[config.mk]
export PLATFORM = sky130hd
export DESIGN_NAME = gen_imm_pipe
export DESIGN_NICKNAME = d
export VERILOG_FILES = /design/src/rtl/gen_imm_pipe.sv
export SDC_FILE = /design/constraint.sdc
export NUM_CORES = 1
export LEC_CHECK = 0
export BUFFER_PORTS_ARGS = -buffer_cell sky130_fd_sc_hd__buf_2
export CORE_ASPECT_RATIO = 0.9
export CORE_MARGIN = 1
export CORE_UTILIZATION = 54
export CTS_BUF_LIST = sky130_fd_sc_hd__clkbuf_16
export CTS_CLUSTER_SIZE = 10
export DETAILED_ROUTE_END_ITERATION = 10
export PLACE_DENSITY = 0.79
export SLEW_MARGIN = 10
export SYNTH_ARGS = -nofsm -noshare
export SYNTH_HDL_FRONTEND = slang
export SYNTH_SLANG_ARGS = --single-unit
export TNS_END_PERCENT = 5
[constraint.sdc]
create_clock -name clk -period 3.05 [get_ports clk]
set_clock_uncertainty 0.05 [all_clocks]
set_input_delay 0.1525 -clock clk [delete_from_list [all_inputs] [get_ports clk]]
set_output_delay 0.1525 -clock clk [all_outputs]
set_load 0.01 [all_outputs]
[src/rtl/gen_imm_pipe.sv]
// gen_imm_pipe: pipelined immediate generator for the operand collector.
// Extracts and sign-extends instruction immediates to XLEN bits and keeps
// per-warp EXTI prefix state that widens vector (IMM_V) immediates.
// One output register stage with ready/valid handshakes on both sides.
//
// Ports:
//   clk, rst        clock, asynchronous active-high reset
//   in_valid_i      request valid
//   in_ready_o      request accepted when in_valid_i & in_ready_o
//   inst_i          instruction word
//   sel_i           immediate type select
//   wid_i           warp id of the request
//   ext_set_i       request is an EXTI prefix (produces no output)
//   ext_imm_i       prefix payload
//   flush_i         discard pending prefix of flush_wid_i
//   flush_wid_i     warp to flush
//   out_valid_o     result valid
//   out_ready_i     consumer ready
//   out_imm_o       generated immediate
//   out_wid_o       warp id of the result
//   out_ext_used_o  result consumed a prefix
module gen_imm_pipe #(
  parameter int unsigned XLEN     = 32,
  parameter int unsigned NUM_WARP = 8,
  parameter int unsigned WID_W    = 3,
  parameter int unsigned EXT_BITS = 6
) (
  input  logic                clk,
  input  logic                rst,
  input  logic                in_valid_i,
  output logic                in_ready_o,
  input  logic [31:0]         inst_i,
  input  logic [3:0]          sel_i,
  input  logic [WID_W-1:0]    wid_i,
  input  logic                ext_set_i,
  input  logic [EXT_BITS-1:0] ext_imm_i,
  input  logic                flush_i,
  input  logic [WID_W-1:0]    flush_wid_i,
  output logic                out_valid_o,
  input  logic                out_ready_i,
  output logic [XLEN-1:0]     out_imm_o,
  output logic [WID_W-1:0]    out_wid_o,
  output logic                out_ext_used_o
);

  typedef enum logic [3:0] {
    IMM_I   = 4'd0,
    IMM_S   = 4'd1,
    IMM_B   = 4'd2,
    IMM_U   = 4'd3,
    IMM_J   = 4'd4,
    IMM_Z   = 4'd5,
    IMM_2   = 4'd6,
    IMM_V   = 4'd7,
    IMM_L11 = 4'd8,
    IMM_S11 = 4'd9
  } imm_sel_e;

  logic [EXT_BITS-1:0] ext_reg [NUM_WARP];
  logic [NUM_WARP-1:0] ext_vld;

  logic                accept;
  logic                produce;
  logic [EXT_BITS-1:0] ext_cur;
  logic                ext_cur_vld;
  logic signed [31:0]  imm32;
  logic                ext_used;
  logic [XLEN-1:0]     imm_next;

  // Opcode bits never contribute to any immediate.
  logic unused_opcode;
  assign unused_opcode = ^inst_i[6:0];

  assign in_ready_o  = !out_valid_o || out_ready_i;
  assign accept      = in_valid_i && in_ready_o;
  assign produce     = accept && !ext_set_i;
  assign ext_cur     = ext_reg[wid_i];
  assign ext_cur_vld = ext_vld[wid_i];

  // Every immediate fits in 32 signed bits, so decode once at 32 bits and
  // widen with a single signed cast to XLEN.
  always_comb begin
    imm32    = '0;
    ext_used = 1'b0;
    case (sel_i)
      IMM_I:   imm32 = {{20{inst_i[31]}}, inst_i[31:20]};
      IMM_S:   imm32 = {{20{inst_i[31]}}, inst_i[31:25], inst_i[11:7]};
      IMM_B:   imm32 = {{19{inst_i[31]}}, inst_i[31], inst_i[7], inst_i[30:25],
                        inst_i[11:8], 1'b0};
      IMM_U:   imm32 = {inst_i[31:12], 12'b0};
      IMM_J:   imm32 = {{11{inst_i[31]}}, inst_i[31], inst_i[19:12], inst_i[20],
                        inst_i[30:21], 1'b0};
      IMM_Z:   imm32 = {27'b0, inst_i[19:15]};
      IMM_2:   imm32 = {{27{inst_i[24]}}, inst_i[24:20]};
      IMM_V: begin
        if (ext_cur_vld) begin
          imm32    = {{(27-EXT_BITS){ext_cur[EXT_BITS-1]}}, ext_cur, inst_i[19:15]};
          ext_used = 1'b1;
        end else begin
          imm32 = {{27{inst_i[19]}}, inst_i[19:15]};
        end
      end
      IMM_L11: imm32 = {{21{inst_i[30]}}, inst_i[30:20]};
      IMM_S11: imm32 = {{21{inst_i[30]}}, inst_i[30:25], inst_i[11:7]};
      default: begin
        // Jalr-style target: bit0 dropped only for non-negative offsets.
        imm32 = {{20{inst_i[31]}}, inst_i[31:20]};
        if (!inst_i[31]) imm32[0] = 1'b0;
      end
    endcase
    imm_next = XLEN'(imm32);
  end

  always_ff @(posedge clk or posedge rst) begin
    if (rst) begin
      out_valid_o    <= 1'b0;
      out_imm_o      <= '0;
      out_wid_o      <= '0;
      out_ext_used_o <= 1'b0;
    end else if (produce) begin
      out_valid_o    <= 1'b1;
      out_imm_o      <= imm_next;
      out_wid_o      <= wid_i;
      out_ext_used_o <= ext_used;
    end else if (out_ready_i) begin
      out_valid_o    <= 1'b0;
    end
  end

  // Flush is applied last so it overrides a same-cycle prefix write.
  always_ff @(posedge clk or posedge rst) begin
    if (rst) begin
      ext_vld <= '0;
      for (int unsigned i = 0; i < NUM_WARP; i++) ext_reg[i] <= '0;
    end else begin
      if (accept) begin
        if (ext_set_i) begin
          ext_reg[wid_i] <= ext_imm_i;
          ext_vld[wid_i] <= 1'b1;
        end else begin
          ext_vld[wid_i] <= 1'b0;
        end
      end
      if (flush_i) ext_vld[flush_wid_i] <= 1'b0;
    end
  end

endmodule
==> impl_results.md <==
* GP Congestion at roughly 0.9
* Die Wd at around 99 um
* Max Cap Viol at 0
* Rows at 31
* Critical Path Sink Type: flop
* CTS tree: built
* Diodes inserted at 0
* CTS buffer count at 9
* I/O Pins at approximately 90
* DR WL/cell at between 15 and 20 um
* Post-place setup slack at 0.5604 ns
* Layout net count at ~550
* Least-Margin Pin Slew at about 0.85 ns
* Via count at 3,569
* Synth Cell Area at 4577 sq um
* First-pass GRT wire length at 18.15 mm
* Tcrit/Tclk final at 0.7083
* Vias per cell at roughly 6.0
* Clk sinks at 93
* Pwr dens at ~640 nW/um^2
* Gate Count Post-Synth at 411
* Total GRT Usage at 0.2732
* Max frequency at about 0.46 GHz
* WL final at between 10 and 15 mm
* Tmin final at between 2 and 2.5 ns
* Peak supply drop at approximately 480 uV
* Placed insts at around 580
* Max Buffers Root-to-Sink at 2
* I/O Buffers at 84
* Initial detailed-routing violation count at 197
* Clk slew on worst S/H paths at 0.07 ns
* # H-tree levels at 3
* Largest register FFs at 48
* Syn Nets at around 470
* Cts repair resizes at 0
* Hold Path Class: primary input to flop
* Setup CP Type: flop to flop
* Number of synthesized register bits at just over 90
* Worst Path Max Fanout at 7
* Worst setup margin at ~0.89 ns
* Clock root cell: clkbuf_16
* Layout cells sized above 1 at 0.3521
* Non-Filler Instances at 596
* Fillers at 631
* Asr flop ratio synth at 1.000
* Clk_lat worst skew at ~0.34 ns
* Status: finished clean
* Post-synthesis sequential area ratio at 0.5085
* Die Ht at about 89 um
* Pleak at between 2 and 2.5 nW
* Post-synth cell types at 46
* Final Hold Viols at 0
* Vias in the first global route at between 3k and 4k
* Slew headroom at 0.4350
* Final Util at 0.6618
* Yosys warning count at 0
* EDFF count, synth at 0
* Final setup violation count at 0
* Avg Inst Size Synth at about 11 sq um
* Core Area at between 8000 and 9000 sq um
* Data required, critical path at roughly 3.2 ns
* Largest net degree at the start of global routing at slightly below 50
* CP startpoint kind: flop
* Final slew viol count at 0
* Synth Flop Type: dfrtp_1
* GRT overflow at 0
* Initial Util at 0.5619
* Setup_tns at 0 ns
* WP data arrival at ~2.3 ns
* Antenna violations before repair at 0
* Area delta synth->final at 17.77%
* Die area at 8849 sq um
* Final ANT Viol Nets at 0
* DRC errors left at 0
* RSZ-0062 raised after global routing: false
* HPWL Detailed at 7.672 mm
* 1st-pass router iterations at 5
[kinds of logic after synthesis]
family,count (synthesis),synth area share
buffers and inverters,32,0.02925
AO/OA/AOI/OAI,88,0.1326
flip-flops,93,0.5085
AND/OR/NAND/NOR,124,0.1293
multiplexers,74,0.2004
[final timing paths]
kind                         startpoint            end  slack [ns]  cells after the start
min                          inst_i[29]  out_imm_o[29]        0.02                      3
min reg2reg                out_imm_o[3]   out_imm_o[3]        0.43                      2
max                         out_valid_o    ext_reg[31]        0.89                      5
max in group asynchronous           rst     ext_reg[6]        1.76                      4
max reg2reg                 out_valid_o    ext_reg[31]        0.89                      5
min in group asynchronous           rst  out_imm_o[13]        0.47                      3
[routing by layer]
metal | global-route usage | vias up | wire length [um]
met4 | 0.06649 | 0 | 74
met3 | 0.06020 | 8 | 555
met5 | 0 | - | 0
met2 | 0.4329 | 138 | 5317
li1 | - | 1652 | -
met1 | 0.3883 | 1771 | 5155
[area by class of cell]
type	count	area [sq um]	share of cell area
Clock inverter	7	55.05	0.01021
Timing Repair Buffer	93	505.5	0.09378
Inverter	9	35.03	0.006500
Sequential cell	93	2327	0.4318
Multi-Input combinational cell	286	2118	0.3930
Clock buffer	9	225.2	0.04178
Tap cell	99	123.9	0.02298
[Yosys cell counts (2+ instances only)]
cell       instances  area, sq um
o22ai_1            2        12.51
o21a_1             3        22.52
o22a_1             8        70.07
mux2_2            51        574.3
buf_1              2        7.510
mux2i_1           14        140.1
and2_1             8        50.05
o32a_1             4        40.04
a22o_1             6        52.55
dfrtp_1           93         2327
nand2_1           43        161.4
nand3_1            7        35.03
inv_1              9        33.78
a2bb2oi_1          2        17.52
a32oi_1            4        35.03
o21ai_0           15        75.07
a222oi_1           3        30.03
or2_2              3        18.77
mux4_2             9        202.7
buf_2              2        10.01
nor2_1            33        123.9
and3_1             3        18.77
nor3_1             2        10.01
or3_1              2        12.51
nor2b_1           11        68.82
a221oi_1           3        26.28
a21oi_1           26        130.1
nor3b_1            2        15.01
o31ai_1            2        15.01
clkbuf_1          17        63.81
a22oi_1            3        22.52
nand2b_1           5        31.28
[cell usage in the layout (no fill, tap or decap), types with 4 or more instances in the layout]
master and count:
and2_1 8, clkbuf_16 9, o32a_1 4, nor2b_1 11, a21oi_1 26, inv_1 8
nor2_1 32, mux2_2 51, nand2_1 43, a32oi_1 4, mux2i_1 14, dfrtp_1 93
buf_4 6, buf_2 84, o21ai_0 15, nand3_1 7, nand2b_1 5, inv_6 4
o22a_1 8, a22o_1 6, mux4_2 9
[per-stage QoR]
step / total power [mW] / hold slack [ns] / cell area (sq um)
2_1_floorplan: 2.110 / 0.2132 / 4577
5_1_grt: 3.609 / 0.01992 / 5390
3_3_place_gp: 2.338 / 0.2832 / 5090
3_5_place_dp: 2.384 / 0.2927 / 5090
4_1_cts: 3.451 / 0.007315 / 5390
6_report: 3.426 / 0.01831 / 5390
[worst max-delay path, cell delays in order, from the launching register on]
cell	delay (ns)
dfrtp_1	0.38
nand2b_1	0.18
nand3_1	0.13
or2_2	0.31
nor2_1	0.58
mux2_2	0.42
[report_power, final]
group | switching [mW] | internal [mW] | leakage, nW
logic | 0.354 | 0.379 | 1.18
registers | 0.140 | 1.49 | 1.13
clock network | 0.496 | 0.563 | 0.133
[timing repair]
| item | in CTS | in global routing |
|---|---|---|
| endpoints found under the hold margin | 48 | 0 |
| buffers inserted | 0 | 0 |
| hold buffers | 2 | 0 |
(Power assumes the default switching activity.)
